File: config.mk
export PLATFORM = sky130hd
export DESIGN_NAME = inst_fetch_q
export DESIGN_NICKNAME = d
export VERILOG_FILES = /design/src/rtl/inst_fetch_q.sv
export SDC_FILE = /design/constraint.sdc
export NUM_CORES = 1
export LEC_CHECK = 0
export ABC_CLOCK_PERIOD_IN_PS = 18700
export CELL_PAD_IN_SITES_DETAIL_PLACEMENT = 1
export CELL_PAD_IN_SITES_GLOBAL_PLACEMENT = 2
export CORE_MARGIN = 5
export CORE_UTILIZATION = 43
export DETAILED_ROUTE_END_ITERATION = 7
export GPL_ROUTABILITY_DRIVEN = 0
export PLACE_DENSITY_LB_ADDON = 0.1
export SETUP_SLACK_MARGIN = 0.02
export SLEW_MARGIN = 10
export SYNTH_ARGS = -nofsm -noshare
export SYNTH_HDL_FRONTEND = slang
export SYNTH_SLANG_ARGS = --single-unit
File: constraint.sdc
create_clock -name clk -period 18.7 [get_ports clk]
set_input_delay 3.74 -clock clk [delete_from_list [all_inputs] [get_ports clk]]
set_output_delay 3.74 -clock clk [all_outputs]
set_load 0.01 [all_outputs]
File: src/rtl/inst_fetch_q.sv
// inst_fetch_q: instruction fetch stage with a prefetch queue.
//
// Issues word-aligned fetches to a 1-cycle-latency instruction memory, pushes the
// returned {pc, inst} pairs into a FIFO and presents the head to decode through a
// valid/ready handshake. A branch redirect flushes the queue, kills any in-flight
// response and restarts fetch at the target. A halt opcode stops issue as soon as it
// is pushed; once decode pops it the stage goes sticky-halted and drops everything
// queued behind it.
//
// Ports
//   clk, rst        clock; asynchronous active-low reset
//   imem_en         fetch request this cycle
//   imem_addr       fetch byte address (current pc)
//   imem_rdata      instruction returned one cycle after imem_en
//   redirect_valid  restart fetch at redirect_pc (ignored once halted)
//   redirect_pc     redirect target; bits [1:0] are dropped
//   out_valid       queue head valid
//   out_ready       decode accepts the head
//   out_inst        head instruction (0 when empty)
//   out_pc          head pc (0 when empty)
//   fq_count        registered queue occupancy
//   halted          halt instruction delivered; sticky until reset
module inst_fetch_q #(
    parameter int unsigned       ADDR_W   = 32,
    parameter int unsigned       INST_W   = 32,
    parameter int unsigned       FQ_DEPTH = 4,
    parameter logic [ADDR_W-1:0] RESET_PC = '0,
    parameter logic [5:0]        HALT_OPC = 6'b010001
) (
    input  logic                        clk,
    input  logic                        rst,
    output logic                        imem_en,
    output logic [ADDR_W-1:0]           imem_addr,
    input  logic [INST_W-1:0]           imem_rdata,
    input  logic                        redirect_valid,
    input  logic [ADDR_W-1:0]           redirect_pc,
    output logic                        out_valid,
    input  logic                        out_ready,
    output logic [INST_W-1:0]           out_inst,
    output logic [ADDR_W-1:0]           out_pc,
    output logic [$clog2(FQ_DEPTH):0]   fq_count,
    output logic                        halted
);

    localparam int unsigned PTR_W  = $clog2(FQ_DEPTH);
    localparam int unsigned CNT_W  = PTR_W + 1;
    localparam int unsigned OPC_HI = 31;
    localparam int unsigned OPC_LO = 26;

    typedef struct packed {
        logic [ADDR_W-1:0] pc;
        logic [INST_W-1:0] inst;
    } fq_entry_t;

    // Architectural state
    logic [ADDR_W-1:0] r_pc;
    logic              r_inflight;
    logic [ADDR_W-1:0] r_infl_pc;
    logic              r_fetch_stop;
    logic              r_halted;
    logic [CNT_W-1:0]  r_count;
    logic [PTR_W-1:0]  r_rd_ptr;
    logic [PTR_W-1:0]  r_wr_ptr;
    fq_entry_t         r_q [FQ_DEPTH];

    // Combinational control
    fq_entry_t         w_head;
    logic              w_valid;
    logic              w_pop;
    logic              w_halt_pop;
    logic              w_redir;
    logic              w_flush;
    logic [CNT_W:0]    w_occ;
    logic              w_credit;
    logic              w_issue;
    logic              w_push;
    logic              w_push_halt;
    logic              w_unused_rpc_lsb;

    // Low address bits of the redirect target are architecturally ignored
    assign w_unused_rpc_lsb = ^redirect_pc[1:0];

    // Queue head and handshake
    always_comb begin
        w_head     = r_q[r_rd_ptr];
        w_valid    = (r_count != '0);
        w_pop      = w_valid && out_ready;
        w_halt_pop = w_pop && (w_head.inst[OPC_HI:OPC_LO] == HALT_OPC);
    end

    // A halt being popped beats a redirect in the same cycle; both empty the queue
    always_comb begin
        w_redir = redirect_valid && !r_halted && !w_halt_pop;
        w_flush = w_redir || w_halt_pop;
    end

    // Issue only if the queue has room for this response on top of the one in flight,
    // so a response push can never overflow. Request is held off while in reset.
    always_comb begin
        w_occ    = (CNT_W+1)'(r_count) + (CNT_W+1)'(r_inflight);
        w_credit = (w_occ < (CNT_W+1)'(FQ_DEPTH));
        w_issue  = rst && !r_halted && !r_fetch_stop && !redirect_valid && w_credit;
    end

    // Response lands one cycle after issue unless the queue is being flushed
    always_comb begin
        w_push      = r_inflight && !w_flush;
        w_push_halt = w_push && (imem_rdata[OPC_HI:OPC_LO] == HALT_OPC);
    end

    // Program counter and in-flight tracking
    always_ff @(posedge clk or negedge rst) begin
        if (!rst) begin
            r_pc       <= RESET_PC;
            r_inflight <= 1'b0;
            r_infl_pc  <= '0;
        end else begin
            r_inflight <= w_issue;
            if (w_redir) begin
                r_pc <= {redirect_pc[ADDR_W-1:2], 2'b00};
            end else if (w_issue) begin
                r_pc      <= r_pc + ADDR_W'(4);
                r_infl_pc <= r_pc;
            end
        end
    end

    // Fetch-stop (halt seen at push) and sticky halted (halt delivered)
    always_ff @(posedge clk or negedge rst) begin
        if (!rst) begin
            r_fetch_stop <= 1'b0;
            r_halted     <= 1'b0;
        end else begin
            if (w_redir) begin
                r_fetch_stop <= 1'b0;
            end else if (w_push_halt) begin
                r_fetch_stop <= 1'b1;
            end
            if (w_halt_pop) begin
                r_halted <= 1'b1;
            end
        end
    end

    // Queue pointers and occupancy
    always_ff @(posedge clk or negedge rst) begin
        if (!rst) begin
            r_count  <= '0;
            r_rd_ptr <= '0;
            r_wr_ptr <= '0;
        end else if (w_flush) begin
            r_count  <= '0;
            r_rd_ptr <= '0;
            r_wr_ptr <= '0;
        end else begin
            r_count  <= r_count + CNT_W'(w_push) - CNT_W'(w_pop);
            r_wr_ptr <= r_wr_ptr + PTR_W'(w_push);
            r_rd_ptr <= r_rd_ptr + PTR_W'(w_pop);
        end
    end

    // Queue storage; contents are only observed through a valid head
    always_ff @(posedge clk) begin
        if (w_push) begin
            r_q[r_wr_ptr] <= {r_infl_pc, imem_rdata};
        end
    end

    // Outputs; head fields read as zero while the queue is empty
    always_comb begin
        imem_en   = w_issue;
        imem_addr = r_pc;
        out_valid = w_valid;
        out_inst  = w_valid ? w_head.inst : '0;
        out_pc    = w_valid ? w_head.pc   : '0;
        fq_count  = r_count;
        halted    = r_halted;
    end

endmodule

==> results by group <==
Final layout
  – FF/Latch Area: 0.009204 sq mm
  – Fillers: 2809
  – Area occupied by multi-input gates: 0.003527 sq mm
  – Cell Count, Final, Fillers Out: 1361
  – Area growth, synth to finish: 24.21%
  – Final non-filler cell area: 0.01610 sq mm
  – Layout cells sized above 1: 14.52%
  – Nets: 1024
  – Ant. Diodes: 0

Floorplan
  – Top Ports: 170
  – Initial core utilization: 43.62%
  – Rows: 63
  – CORE AREA: 0.02972 sq mm
  – Die area: 0.03372 sq mm
  – Die H: 183.6 microns
  – Die X: 183.6 microns

Pwr
  – Power per Cell Area: 152.1 mW/mm^2
  – Worst vdd ir: 0.00006496 V
  – Leakage: 0.005598 uW

Clock network
  – Clock tree buffer depth: 3
  – CTS tree: done
  – Reg clk slew, reported paths: 0.06 ns
  – Post-CTS setup buffer count: 0
  – Post-cts sizing count: 0
  – CTS Buf Count: 35
  – Post-cts hold buffer count: 0
  – Clock insertion delay at the later pin of the skew report: 0.50 ns
  – Htree depth: 2
  – Root buffer cell: clkbuf_16
  – Sink Count: 318

STA
  – Endpoints failing hold: 0
  – Period utilization: 52.28%
  – Clock skew: 0.01533 ns
  – Setup TNS: 0 ns
  – Fmax: 0.1023 GHz
  – Tmin final: 9.776 ns
  – Tightest Pin Transition: 1.004 ns
  – Final setup viols: 0
  – Final worst setup slack: 8.924 ns
  – RSZ-0062 raised after global routing: false
  – Slew Limit Fails: 0
  – Slew HR: 33.06%
  – WHS: 0.5184 ns

Setup path
  – Buf/Inv on CP: 4
  – Crit Path Max Fanout: 28
  – RR Startpoint: r_rd_ptr[1]
  – Crit end category: primary output
  – Worst path depth: 6
  – CP Cell Sequence: clkdlybuf4s50_1, nor4b_2, buf_4, nand2_2, clkinv_1, clkdlybuf4s50_1
  – Crit path launch: redirect_valid
  – CP startpoint kind: input port
  – Worst reg-to-reg path cell count: 12
  – Slowest-stage cell, CP: clkdlybuf4s50_1
  – Delay of the slowest cell on the worst path: 0.72 ns
  – CP top delay family: buffers and inverters
  – Data arrival time of the critical path: 6.04 ns
  – Most used cell, CP: clkdlybuf4s50_1
  – Required @ worst endpoint: 14.96 ns
  – R2r setup slk: 14.74 ns
  – Crit Path Category: input port to primary output

Drt
  – Routed met1 length: 13580 microns
  – Total number of vias: 7461
  – # DRC: 0
  – Met3 routed WL: 1769 microns
  – Post-route ant nets: 0
  – First-pass DRT Iterations: 5
  – Top Layer Used: met4
  – DRT iter0 DRCs: 419
  – Vias per inst: 5.482
  – WL final: 30660 microns
  – Wirelength per Cell: 22.53 microns
  – Met2 wire length: 14880 microns

Global route
  – Largest net degree at the start of global routing: 65
  – Total track usage: 18.42%
  – Total grt overflow: 0
  – First-pass GRT wire length: 48530 microns
  – Initial antenna violation count: 0
  – Vias in the first global route: 8318

Placed design
  – Hpwl dp: 18990 microns
  – Port bufs: 163
  – Placed cell count: 1302
  – Placed inst area: 0.01499 sq mm
  – Dpl ws: 8.921 ns

Logic synthesis
  – Synth Register Bits: 318
  – Largest family of logic cells by synthesized area: multiplexers
  – Synth Area in Compound Gates: 4.276%
  – Fraction of registers with async set/reset: 22.01%
  – Synth cell types: 63
  – Post-synth EDFFs: 248
  – Synth Area per Inst: 16.68 sq um
  – Mux share of post-synthesis cell area: 11.40%
  – Mapped Cells: 777
  – Post-synthesis xor/xnor area fraction: 0.4730%
  – Synth warnings: 0
  – Simple-Gate Fraction of Synth Area: 9.981%
  – Synth Area in Adders: 0.7336%
  – Mapped Area: 0.01296 sq mm
  – Sequential element share of the synthesized area: 70.97%
  – Top FF cell, synth: edfxtp_1

Min path
  – Worst hold path class: flip-flop to flip-flop
  – WHS Path Cells: 0
  – Hold Crit Start: r_infl_pc[3]

Run
  – # Max-Cap Violations: 0

Outcome
  – Status: completed
## stage by stage
step           util (%)  total power [uW]
3_3_place_gp      50.45              1790
5_1_grt           54.18              2587
4_1_cts           54.17              2487
6_report          54.18              2448
3_5_place_dp      50.45              1816
2_1_floorplan         -              1414
## power breakdown
group	switching (uW)	total, uW	internal [uW]
clock network	259	663	403
registers	129	1020	890
logic	349	766	417
total	738	2450	1710
## kinds of logic (layout without fill, tap and decap cells)
family | after synthesis | count (layout)
buf+inv | 59 | 250
compound gates | 71 | 71
flops | 318 | 318
other cells | 1 | 4
simple gates | 244 | 244
xor+xnor | 7 | 7
fa+ha+maj | 7 | 7
mux | 70 | 70
## flip-flops by register name, indices dropped and copies added (netlist names)
| name | count |
|---|---|
| fq_count | 3 |
| halted | 1 |
| imem_addr | 30 |
| r_fetch_stop | 1 |
| r_infl_pc | 30 |
| r_inflight | 1 |
| r_q | 248 |
| r_rd_ptr | 2 |
| r_wr_ptr | 2 |
## cell type report
class	count	share of cell area (%)
flip-flops and latches	318	57.17
inverters	16	0.3730
clock buffers	44	5.976
multi-input cells	403	21.91
well taps	390	3.031
clock inverters	15	0.8859
repair buffers	175	10.66
## path summary, 6_finish.rpt
check                          endpoint
setup / recovery                imem_en
hold / removal               r_q[2][35]
setup reg to reg            fq_count[2]
hold reg to reg              r_q[2][35]
max in group asynchronous   r_rd_ptr[0]
min in group asynchronous  imem_addr[7]
## cells in the final DEF, fill, tap and decap left out, drive strengths merged, types with 4 or more instances in the layout
cell type | netlist | final
a21oi | 6 | 6
a221o | 15 | 15
a2bb2oi | 4 | 4
a32o | 4 | 4
and2 | 63 | 63
and3 | 7 | 7
buf | 21 | 13
clkbuf | 22 | 44
clkdlybuf4s50 | 0 | 162
clkinv | 1 | 13
conb | 1 | 4
dfrtp | 70 | 70
edfxtp | 248 | 248
ha | 6 | 6
inv | 15 | 15
mux2i | 7 | 7
mux4 | 62 | 62
nand2 | 85 | 85
nand3 | 27 | 27
nand3b | 8 | 8
nand4 | 7 | 7
nor2 | 10 | 10
nor3 | 6 | 6
nor4 | 8 | 8
o21ai | 17 | 17
or2 | 5 | 5
or3 | 4 | 4
xnor2 | 5 | 5
## layer usage
layer	up-vias	GRT usage (%)
li1	3355	-
met1	3847	25.92
met2	225	30.52
met3	34	3.383
met4	0	3.665
met5	-	0
## synthesized netlist by cell type, drive strengths merged, types with 8 or more instances
cell	count	area share, %
nor4	8	0.39
edfxtp	248	57
nor2	10	0.35
mux4	62	11
clkbuf	22	0.64
and2	63	3.0
a221o	15	1.2
inv	15	0.43
nand3	27	1.0
o21ai	17	0.66
nand2	85	2.5
nand3b	8	0.46
dfrtp	70	14
buf	21	1.0
No activity file was read; power rests on OpenSTA's default activity.
==> patch (same flow settings) <==
`INST_W`: 32 -> 48.
--- a/src/rtl/inst_fetch_q.sv
+++ b/src/rtl/inst_fetch_q.sv
@@ -24,3 +24,3 @@
     parameter int unsigned       ADDR_W   = 32,
-    parameter int unsigned       INST_W   = 32,
+    parameter int unsigned       INST_W   = 48,
     parameter int unsigned       FQ_DEPTH = 4,
Interface: changed (resized imem_rdata and out_inst); port bits go from 170 to 202. The function was not compared with the original's and may differ.
==> patch against the original RTL <==
Register-to-register slack worse by 1.0 ns; wire length is 15% higher; cell area is 19% higher; clock power is 20% higher; highest routed layer unchanged; combinational power is 7.0% higher; area after synthesis is 19% higher; power is 15% higher; sequential cell count is 64 higher; first-iteration DRC count is 8.8% lower; core utilization is 0.20 points lower; count of clock-buffer cells in the layout is 5 higher; worst setup slack better by 0.51 ns.
==> patch: results <==
{
  "yosysUniqueCellTypes": 53,
  "synth_fa_ha_area_frac": 0.00618,
  "slowest_delay_ns": 0.55,
  "drt-initial-drc-count": 382,
  "hold_start": "r_infl_pc[13]",
  "fin_skew_ns": 0.0103,
  "port_buffers": 195,
  "synth_xor_xnor_area_share": 0.00512,
  "clock_latency_ns": 0.51,
  "wl_met1_um": 15900,
  "nClkBuffers": 49,
  "num-multi-input-gates": 450,
  "routedWlPerCell_um": 22.2,
  "syn_avg_cell_area_um2": 17.3,
  "path_max_fanout": 19,
  "track_usage": 0.180,
  "r2r-end": "r_q[2][63]",
  "holdCritPathClass": "flip-flop to flip-flop",
  "holdPathEnd": "r_q[1][61]",
  "dr_wl_met3_um": 1540,
  "whs_ns": 0.520,
  "nonClockInverterCount": 7,
  "cts_buffers": 41,
  "grt_pass1_wl_um": 55500,
  "grtUsageMet1": 0.257,
  "grt_pass1_vias": 9391,
  "nFillCells": 3326,
  "largest_reg_flops": 312,
  "dp_hpwl_um": 22000,
  "met2_usage": 0.295,
  "synth_mux_area_frac": 0.118,
  "sh_seq_area": 0.581,
  "met2_length_um": 17200,
  "yosysSeqAreaShare": 0.723,
  "synth_compound_area_frac": 0.0279,
  "grtUsageMet3": 0.0303,
  "multi_input_area_share": 0.210,
  "avgViaCountPerCell": 5.33,
  "timing.slew.headroom": 0.284,
  "nNonClkBuffers": 212,
  "p_leak_uw": 0.00657,
  "clock_cell_area_share": 0.0687,
  "synth_edf_count": 312,
  "synth.top_cells.by_area": "edfxtp_1 (61%), mux4_2 (11%), dfrtp_1 (11%)",
  "reg2reg_depth": 8,
  "cts_max_path_buffers": 3,
  "drive_above_1_share": 0.146,
  "regMostFlops": "r_q",
  "cp_data_arrival_time_ns": 5.53,
  "drt-pass1-iter-count": 4,
  "reg2reg_from": "r_rd_ptr[0]",
  "synth_common_cells": "edfxtp_1 (312), nand2_1 (106), and2_1 (79), mux4_2 (78), dfrtp_1 (70)",
  "fin_nets": 1185,
  "ir_worst_vdd_uv": 83.2,
  "status": "finished, final reports clean",
  "core-area_mm2": 0.0355,
  "grt_start_max_net_pins": 80,
  "synth_seq_cells": 382,
  "async_reset_ff_frac": 0.183,
  "bufAreaShareNonClock": 0.108
}
patch: changes by cell type after synthesis, sizes merged, moves of 4 or more:
| cell | unedited run | this run |
|---|---|---|
| a221o | 15 | 21 |
| a2bb2oi | 4 | 0 |
| a32o | 4 | 0 |
| and2 | 63 | 86 |
| buf | 21 | 28 |
| edfxtp | 248 | 312 |
| inv | 15 | 7 |
| mux4 | 62 | 78 |
| nand2 | 85 | 106 |
| nand3b | 8 | 4 |
| nand4 | 7 | 13 |
| o21ai | 17 | 4 |
patch: report_power, final:
group	switching [uW]	internal, uW
registers	153	1050
clock network	310	483
logic	367	453
total	829	1990
patch: metrics by stage:
stage,util,area [um2],instances,setup slack [ns]
2_1_floorplan,-,15400,892,7.86
3_3_place_gp,0.503,17800,1512,9.44
3_5_place_dp,0.503,17800,1512,9.45
4_1_cts,0.540,19200,1585,9.44
5_1_grt,0.540,19200,1585,9.33
6_report,0.540,19200,1585,9.43
